**src/rtl/muldiv_seq_pkg.sv**
```systemverilog
// Shared constants and types for the RV32M multiply/divide sequencer.
package muldiv_seq_pkg;

  localparam int unsigned DataWidth = 32;

  typedef enum logic [2:0] {
    OpMul    = 3'b000,
    OpMulh   = 3'b001,
    OpMulhsu = 3'b010,
    OpMulhu  = 3'b011,
    OpDiv    = 3'b100,
    OpDivu   = 3'b101,
    OpRem    = 3'b110,
    OpRemu   = 3'b111
  } op_e;

  typedef enum logic [1:0] {
    StIdle  = 2'b00,
    StCalc  = 2'b01,
    StFixup = 2'b10,
    StDone  = 2'b11
  } state_e;

endpackage

```
**src/rtl/muldiv_datapath.sv**
```systemverilog
// Accumulator, shift-add / restoring-divide step logic, sign fix-up and result register.
module muldiv_datapath
  import muldiv_seq_pkg::*;
#(
  parameter int unsigned XLEN = DataWidth
) (
  input  logic            clk,
  input  logic            rst,
  input  logic            load,
  input  logic            step,
  input  logic            fixup,
  input  logic            special_ld,
  input  logic [2:0]      op,
  input  logic            sign_q,
  input  logic            sign_r,
  input  logic [XLEN-1:0] a_mag,
  input  logic [XLEN-1:0] b_mag,
  input  logic [XLEN-1:0] special_res,
  output logic [XLEN-1:0] res
);

  // Multiply: acc = {partial product, multiplier}; divide: acc = {remainder, quotient}.
  logic [2*XLEN-1:0] acc_q, acc_nxt;
  logic [XLEN-1:0]   opnd_q;

  logic [XLEN:0]     mul_sum;
  logic [XLEN:0]     div_pr;
  logic [XLEN:0]     div_trial;
  logic [2*XLEN-1:0] prod;
  logic [XLEN-1:0]   quo, rem, sel;

  always_comb begin
    mul_sum   = {1'b0, acc_q[2*XLEN-1:XLEN]} + {1'b0, opnd_q};
    // Partial remainder after the left shift needs XLEN+1 bits for large divisors.
    div_pr    = acc_q[2*XLEN-1:XLEN-1];
    div_trial = div_pr - {1'b0, opnd_q};
    acc_nxt   = acc_q;
    if (op[2]) begin
      if (!div_trial[XLEN]) begin
        acc_nxt = {div_trial[XLEN-1:0], acc_q[XLEN-2:0], 1'b1};
      end else begin
        acc_nxt = {div_pr[XLEN-1:0], acc_q[XLEN-2:0], 1'b0};
      end
    end else begin
      if (acc_q[0]) begin
        acc_nxt = {mul_sum, acc_q[XLEN-1:1]};
      end else begin
        acc_nxt = {1'b0, acc_q[2*XLEN-1:1]};
      end
    end
  end

  always_comb begin
    prod = sign_q ? -acc_q : acc_q;
    quo  = sign_q ? -acc_q[XLEN-1:0] : acc_q[XLEN-1:0];
    rem  = sign_r ? -acc_q[2*XLEN-1:XLEN] : acc_q[2*XLEN-1:XLEN];
    sel  = '0;
    case (op)
      OpMul:                   sel = prod[XLEN-1:0];
      OpMulh, OpMulhsu, OpMulhu: sel = prod[2*XLEN-1:XLEN];
      OpDiv, OpDivu:           sel = quo;
      OpRem, OpRemu:           sel = rem;
      default:                 sel = '0;
    endcase
  end

  always_ff @(posedge clk or posedge rst) begin
    if (rst) begin
      acc_q  <= '0;
      opnd_q <= '0;
      res    <= '0;
    end else begin
      if (load) begin
        acc_q  <= {{XLEN{1'b0}}, a_mag};
        opnd_q <= b_mag;
      end else if (step) begin
        acc_q <= acc_nxt;
      end
      if (special_ld) begin
        res <= special_res;
      end else if (fixup) begin
        res <= sel;
      end
    end
  end

endmodule

```
**src/rtl/muldiv_seq.sv**
```systemverilog
// RV32M multiply/divide sequencer: FSM, iteration counter, special cases and stall.
module muldiv_seq
  import muldiv_seq_pkg::*;
#(
  parameter int unsigned XLEN  = DataWidth,
  parameter int unsigned CNT_W = $clog2(XLEN) + 1
) (
  input  logic            clk,
  input  logic            rst,
  input  logic            m_valid,
  input  logic [2:0]      func3,
  input  logic [XLEN-1:0] rs1_data,
  input  logic [XLEN-1:0] rs2_data,
  input  logic            flush,
  output logic            stall,
  output logic            res_valid,
  output logic [XLEN-1:0] res
);

  state_e           state_q, state_d;
  logic [CNT_W-1:0] cnt_q, cnt_d;
  op_e              op_q;
  logic             sign_q_q, sign_r_q;

  logic            a_signed, b_signed, sa, sb;
  logic [XLEN-1:0] a_mag, b_mag, special_res;
  logic            div_zero, div_ovf, special;
  logic            load, step, fixup, special_ld;

  always_comb begin
    a_signed = (func3 == OpMulh) || (func3 == OpMulhsu) || (func3 == OpDiv) || (func3 == OpRem);
    b_signed = (func3 == OpMulh) || (func3 == OpDiv) || (func3 == OpRem);
    sa       = a_signed & rs1_data[XLEN-1];
    sb       = b_signed & rs2_data[XLEN-1];
    a_mag    = sa ? -rs1_data : rs1_data;
    b_mag    = sb ? -rs2_data : rs2_data;
    div_zero = func3[2] && (rs2_data == '0);
    div_ovf  = ((func3 == OpDiv) || (func3 == OpRem)) && (rs2_data == '1) &&
               (rs1_data == {1'b1, {(XLEN-1){1'b0}}});
    special  = div_zero || div_ovf;
    // func3[1] distinguishes REM/REMU from DIV/DIVU.
    if (div_zero) begin
      special_res = func3[1] ? rs1_data : '1;
    end else begin
      special_res = func3[1] ? '0 : {1'b1, {(XLEN-1){1'b0}}};
    end
  end

  always_comb begin
    state_d    = state_q;
    cnt_d      = cnt_q;
    load       = 1'b0;
    step       = 1'b0;
    fixup      = 1'b0;
    special_ld = 1'b0;
    unique case (state_q)
      StIdle: begin
        if (m_valid) begin
          if (special) begin
            special_ld = 1'b1;
            state_d    = StDone;
          end else begin
            load    = 1'b1;
            cnt_d   = CNT_W'(XLEN);
            state_d = StCalc;
          end
        end
      end
      StCalc: begin
        step  = 1'b1;
        cnt_d = cnt_q - CNT_W'(1);
        if (cnt_q == CNT_W'(1)) begin
          state_d = StFixup;
        end
      end
      StFixup: begin
        fixup   = 1'b1;
        state_d = StDone;
      end
      StDone: begin
        state_d = StIdle;
      end
      default: state_d = StIdle;
    endcase
    if (flush) begin
      state_d    = StIdle;
      cnt_d      = '0;
      load       = 1'b0;
      step       = 1'b0;
      fixup      = 1'b0;
      special_ld = 1'b0;
    end
  end

  always_ff @(posedge clk or posedge rst) begin
    if (rst) begin
      state_q  <= StIdle;
      cnt_q    <= '0;
      op_q     <= OpMul;
      sign_q_q <= 1'b0;
      sign_r_q <= 1'b0;
    end else begin
      state_q <= state_d;
      cnt_q   <= cnt_d;
      if (load) begin
        op_q     <= op_e'(func3);
        sign_q_q <= sa ^ sb;
        sign_r_q <= sa;
      end
    end
  end

  assign stall     = ~flush & (((state_q == StIdle) & m_valid) | (state_q == StCalc) |
                               (state_q == StFixup));
  assign res_valid = ~flush & (state_q == StDone);

  muldiv_datapath #(
    .XLEN (XLEN)
  ) u_datapath (
    .clk         (clk),
    .rst         (rst),
    .load        (load),
    .step        (step),
    .fixup       (fixup),
    .special_ld  (special_ld),
    .op          (op_q),
    .sign_q      (sign_q_q),
    .sign_r      (sign_r_q),
    .a_mag       (a_mag),
    .b_mag       (b_mag),
    .special_res (special_res),
    .res         (res)
  );

endmodule
```
**config.mk**
```make
export PLATFORM = sky130hd
export DESIGN_NAME = muldiv_seq
export DESIGN_NICKNAME = d
export VERILOG_FILES = /design/src/rtl/muldiv_seq_pkg.sv /design/src/rtl/muldiv_datapath.sv /design/src/rtl/muldiv_seq.sv
export SDC_FILE = /design/constraint.sdc
export NUM_CORES = 1
export LEC_CHECK = 0
export CELL_PAD_IN_SITES_DETAIL_PLACEMENT = 1
export CELL_PAD_IN_SITES_GLOBAL_PLACEMENT = 1
export CORE_MARGIN = 8
export CORE_UTILIZATION = 40
export CTS_BUF_LIST = sky130_fd_sc_hd__clkbuf_4 sky130_fd_sc_hd__clkbuf_8
export CTS_CLUSTER_SIZE = 16
export DETAILED_ROUTE_END_ITERATION = 8
export PLACE_DENSITY_LB_ADDON = 0.1
export RECOVER_POWER = 100
export SYNTH_ARGS = -nofsm -noshare
export SYNTH_HDL_FRONTEND = slang
export SYNTH_SLANG_ARGS = --single-unit
export TNS_END_PERCENT = 5
```
**constraint.sdc**
```tcl
create_clock -name clk -period 8.3 [get_ports clk]
set_input_delay 2.075 -clock clk [delete_from_list [all_inputs] [get_ports clk]]
set_output_delay 2.075 -clock clk [all_outputs]
set_load 0.05 [all_outputs]
```
Yosys cells after proc, flatten, opt, wreduce, memory -nomap -nowiden
Index checks and enable logic that the tools add are counted.

cells by class
  $add $sub $neg = 8
  multipliers = 0
  div/mod/pow operators = 0
  order comparisons = 0
  equality and inequality tests = 20
  shifts and indexed selects = 0
  muxes and demuxes = 37
  bitwise logic cells = 9
  reduce and logical (&&, ||, !) cells = 21

operators with widths
  operator                                             count
  two-way mux 64 bit                                   6
  two-way mux 32 bit                                   9
  negator 32 bit                                       4
  case mux 32 bit (4 select lines)                     1
  equality test 32 bit, second input constant          2
  negator 64 bit                                       1
  adder 32 x 32 -> 33 bit                              1
  subtractor 33 x 32 -> 33 bit                         1
  zero test 32 bit                                     1
  equality test 3 bit, second input constant           6
  two-way mux 6 bit                                    3
  two-way mux 1 bit                                    12
  case mux 6 bit (2 select lines)                      1
  equality test 3 x 2 -> 1 bit, second input constant  3
  != test 3 bit, second input constant                 3
  two-way mux 2 bit                                    4
  case mux 2 bit (4 select lines)                      1
  logical OR 1 bit                                     7
  equality test 3 x 1 -> 1 bit, second input constant  2
  equality test 6 x 1 -> 1 bit, second input constant  1
  subtractor 6 x 1 -> 6 bit, second input constant     1
  bitwise AND 1 bit                                    5
  equality test 2 bit, second input constant           2
  nonzero test 2 bit                                   2
  12 further kinds                                     16

storage, ports and cells
  register bits after elaboration = 141
  latch bits = 0
  bits in writable memories = 0
  bits in read-only memories = 0
  bits of input ports = 71
  output and inout port bits = 34
  memories kept = 0

Depth between registers and ports, before layout
  depth after elaboration = 10
  depth in mapped cells = 13
  depth with buffers taken out = 12

Modules after synthesis
Synthesis repeated with hierarchy kept, for this count alone.

second synthesis, totals
  cell total of the unflattened synthesis = 1943
  area total of the unflattened synthesis = 14866.8 µm²

modules (own cells, without submodules)
  module           times used  cells each  area an instance (µm²)
  muldiv_datapath  1           1572        12293.0
  muldiv_seq       1           371         2573.7

Worst setup path after synthesis
OpenSTA, ideal clock, no wires.

  path kind = input-to-output
  from = input port flush
  to = output port stall
  data arrival time = 3.067 ns
  data required time = 6.225 ns
  slack = 3.158 ns
  cell stages on the path = 2
  buffers on the path = 1
  cells stage by stage = buf_1 -> a21oi_1

between the ends
  word-level cells in the longest chain between the ends = 2

RTL lines
  element            line               RTL
  start, declared    muldiv_seq.sv:14   input logic flush,
  NOT 1 bit          muldiv_seq.sv:113  assign stall = ~flush & (((state_q == StIdle) & m_valid) | (state_q == StCalc) |
  bitwise AND 1 bit  muldiv_seq.sv:113
  end, declared      muldiv_seq.sv:15   output logic stall,

No other way between the ends.

Final worst setup path
  from = input port rs1_data[7]
  to = register u_datapath.acc_q[36]

between the ends
  word-level cells in the longest chain between the ends = 8
  elaborated cells between the ends (all ways) = 9

RTL lines
  element                                                   line                   RTL
  start, declared                                           muldiv_seq.sv:12       input logic [XLEN-1:0] rs1_data,
  equality test 32 bit *                                    muldiv_seq.sv:39       (rs1_data == {1'b1, {(XLEN-1){1'b0}}});
  logical AND 1 bit *                                       muldiv_seq.sv:38       div_ovf = ((func3 == OpDiv) || (func3 == OpRem)) && (rs2_data == '1) &&
  logical OR 1 bit *                                        muldiv_seq.sv:40       special = div_zero || div_ovf;
  two-way mux 1 bit *                                       muldiv_seq.sv:59       if (special) begin
  two-way mux 1 bit *                                       muldiv_seq.sv:58       if (m_valid) begin
  two-way mux 1 bit *                                       muldiv_seq.sv:56       unique case (state_q)
  two-way mux 1 bit *                                       muldiv_seq.sv:85       if (flush) begin
  two-way mux 64 bit or nonzero test 2 bit (tied branches)  -
  end signal, assigned                                      muldiv_datapath.sv:74  acc_q <= {{XLEN{1'b0}}, a_mag};
  end signal, assigned                                      muldiv_datapath.sv:77  acc_q <= acc_nxt;
  end, declared                                             muldiv_datapath.sv:23  logic [2*XLEN-1:0] acc_q, acc_nxt;

Every way passes the cells marked *; elsewhere a longest branch is shown, timed or not.
A chain may end at the register's enable or synchronous reset.

==> impl_results.md <==
* Status: finished, violations left
* Violations in the final reports: capacitance limit, slew limit
* H-tree levels at 4
* CTS Buf Count at 17
* Crit Path Class: in -> reg
* Placed cell areas at 0.0160 mm2
* Static leakage at 0.00678 uW
* Flop and latch count out of synthesis at 141
* Sw power at 4220 uW
* Area of the die at 0.0430 mm2
* Maximum number of pins on one net before global-route repair at 79
* Total of hold buffers inserted after clock tree synthesis at 0
* Unrepaired setup endpoints after global routing: no
* DR vias at 15500
* Weighted congestion reported at the end of routability-driven placement at 0.945
* Average cell area after synthesis at 7.50 um2
* Req. time, crit path at 8.75 ns
* Core area at 0.0363 mm2
* Cell row count at 70
* Layout-stage area growth over the synthesis result at 11.4%
* Final Hold Fails at 0
* Number of I/O pins at 105
* Final setup violation count at 0
* Number of antenna violations at the first check in global routing at 1
* Combinational group share of total power at 0.700
* Area of all placed cells without fillers at 0.0163 mm2
* Count of final max-slew check failures at 173
* Startpoint types: input port
* Critical path, cell by cell: dlygate4sd3_1 > or4_1 > nor4_1 > nand4_1 > o2bb2ai_1 > nor3_1 > clkbuf_1 > nor2_1 > o21ai_0 > a31oi_1 > a31o_2
* Critical path startpoint: rs1_data[7]
* Register area share after synthesis at 0.241
* Average wire length per cell after detail routing at 24.2 um
* Clock latency at the later pin of the worst-skew pair at 0.52 ns
* Proportion of layout cells with a drive suffix above 1 at 0.0504
* Setup Fix Bufs, Post-CTS at 0
* # diodes at 0
* Count of port buffers added during placement at 104
* Peak clock frequency supported by timing at 0.155 GHz
* Hold Path Origin: u_datapath.res[17]
* Top flip-flop cell by instance count after synthesis: dfrtp_1
* Net count after synthesis at 2103
* Largest incremental delay on the critical path at 0.97 ns
* Drt via density at 6.30
* First-pass detailed-route iteration total at 5
* Clock group share of total power at 0.083
* Unique cell type count in the Yosys netlist at 91
* Final worst path period need at 6.45 ns
* Number of sinks driven by the clock tree at 141
* Number of maximum-capacitance constraint violations at 3
* Die outline width at 207 um
* Worst min-delay path class: reg -> reg
* Transition time at the pin with the least slew margin at 3.75 ns
* Drt initial violations at 1179
* Wire length of the first global-routing pass at 94.4 mm
* Critical-path cell with the highest stage delay: nor2_1
* Final cell utilization of the core at 0.449
* Crit. End Element: flop
* Via count of the first global-routing pass at 15800
* Worst Clk Skew at 0.0197 ns
* TritonCTS clock tree: done
* Reg2Reg Launch Point: u_datapath.acc_q[0]
* Number of cells upsized or downsized after cts at 0
* Synth Warn # at 0
* Floorplan die height at 207 um
* Worst-path clk slew at 0.09 ns
* Async SR Flop Fraction at 1.00
* Synthesized netlist cell count at 1955
* Total global routing track utilization at 0.274
* Internal power contribution at 3140 uW
* Arrival time of data at the critical path endpoint at 6.90 ns
* Antenna Nets Post-Route at 0
* CTS Root Buffer Type: clkbuf_8
* Net switching share of the total power at 0.573
* Count of flip-flops with a built-in enable after synthesis at 0
* Part of the cycle the worst path needs at 0.777
* Sequential Power Share at 0.216
* Mapped cell area at 0.0147 mm2
* Power density over the cells at 451 mW/mm2
* Number of nets in the finished design at 2120
* Initial standard-cell utilization of the core at 0.403
* Setup tns final at 0 ns
* Maximum vdd drop at 176 uV
* Biggest fanout along the worst timing path at 32
* Number of remaining DRC errors at 0
* Sum of routed wire length over all layers at 59.3 mm
* Half-perimeter wire length after detailed placement at 45.3 mm
* Total gr overflow at 0
* Buffer depth of the longest clock path at 2
* Total power at 7370 uW
* Tightest slew margin relative to the limit at -1.52
-- registers in the layout (all words and copies together), names as in the netlist --
name and cells:
state_q 2, u_datapath.opnd_q 32, u_datapath.acc_q 64, u_datapath.res 32, sign_r_q 1, cnt_q 6, op_q 3, sign_q_q 1
-- placed cells by master, fill, tap and decap left out, drive strengths merged, types with 7 or more instances in the layout --
cell type,synthesis,layout
o21ai,221,221
nand2,212,212
a21oi,160,160
nor2,154,154
dfrtp,141,141
xor2,88,88
inv,86,88
xnor2,79,79
ha,75,75
clkdlybuf4s50,0,67
nor3,56,56
o211ai,47,47
nand3,41,41
mux2i,39,39
a21o,37,37
dlygate4sd3,0,37
a31oi,34,34
a211oi,30,30
o31ai,27,27
nand4,23,23
clkbuf,104,22
nor2b,20,20
or4,20,20
buf,25,19
o41ai,16,16
o21a,15,15
o22ai,15,15
or3,15,15
nor4,15,15
and3,14,14
nand2b,11,11
o221ai,11,11
a31o,11,11
or2,8,8
mux2,7,7
a211o,7,7
-- worst paths after layout --
kind                                   endpoint  slack (ns)  cells past startpoint
max                        u_datapath.acc_q[36]        1.85                     11
min                          u_datapath.res[17]        0.47                      2
max reg2reg                  u_datapath.res[20]        4.21                     10
min reg2reg                  u_datapath.res[17]        0.47                      2
max in group asynchronous               op_q[2]        2.14                      3
min in group asynchronous    u_datapath.res[25]        3.10                      2
-- synth_stat cells (11+ instances only) --
master    count  area, um2
inv_1        85        319
and3_1       14       87.6
a21o_1       37        278
o22ai_1      15       93.8
nor2_1      154        578
o31ai_1      26        195
nand3_1      41        205
nand4_1      23        144
buf_1        12       45.0
a21oi_1     159        796
o221ai_1     11       96.3
xor2_1       87        762
xnor2_1      79        692
or4_1        14        105
clkbuf_1    104        390
o211ai_1     47        353
or3_1        15       93.8
dfrtp_1     141       3530
o41ai_1      15        131
a211oi_1     30        225
o21ai_0     164        821
nor2b_1      20        125
nor4_1       12       75.1
o21a_1       15        113
nand2b_1     11       68.8
a31oi_1      34        213
mux2i_1      39        390
o21ai_1      56        280
nor3_1       53        265
nand2_1     210        788
ha_1         75        938
-- logic make-up after synthesis --
| group | share of synthesized area |
|---|---|
| AO/OA/AOI/OAI | 0.300 |
| multiplexers | 0.0320 |
| adder cells (fa/ha/maj) | 0.0668 |
| buffers and inverters | 0.0570 |
| AND/OR/NAND/NOR | 0.203 |
| XOR/XNOR | 0.100 |
| flip-flops | 0.241 |
-- area by class of cell --
| type | count | area, um2 |
|---|---|---|
| Timing Repair Buffer | 127 | 1200 |
| Sequential cell | 141 | 3530 |
| Clock inverter | 14 | 163 |
| Fill cell | 4529 | 20000 |
| Tap cell | 468 | 586 |
| Multi-Input combinational cell | 1599 | 10300 |
| Clock buffer | 18 | 241 |
| Inverter | 86 | 324 |
-- critical path, delay by kind of cell --
kind | cells | cell delay (ns)
buffers and inverters | 2 | 1.19
AND/OR/NAND/NOR | 5 | 2.58
AO/OA/AOI/OAI | 4 | 1.04
-- power by group through the flow --
| stage | Clock, uW | Sequential [uW] | Combinational [uW] |
|---|---|---|---|
| after detailed placement | 0 | 1600 | 5110 |
| after global routing | 649 | 1640 | 5650 |
| after global placement | 0 | 1590 | 5010 |
| after floorplan | 0 | 1480 | 3620 |
| after CTS | 623 | 1590 | 5150 |
| final | 613 | 1590 | 5160 |
-- layer usage --
metal  global-route usage  routed length (um)
met5                    0                   0
met4               0.0831                1500
met3               0.0417                3190
met2                0.439               27200
met1                0.374               27400
-- through the flow --
step,worst slack [ns],std cells,hold WS (ns)
global placement,2.31,2421,0.461
CTS,2.41,2453,0.489
global route,1.19,2453,0.522
finish,1.85,2453,0.475
floorplan,2.44,1955,0.445
detailed placement,2.07,2421,0.468
Power figures use the tool's default switching activity.
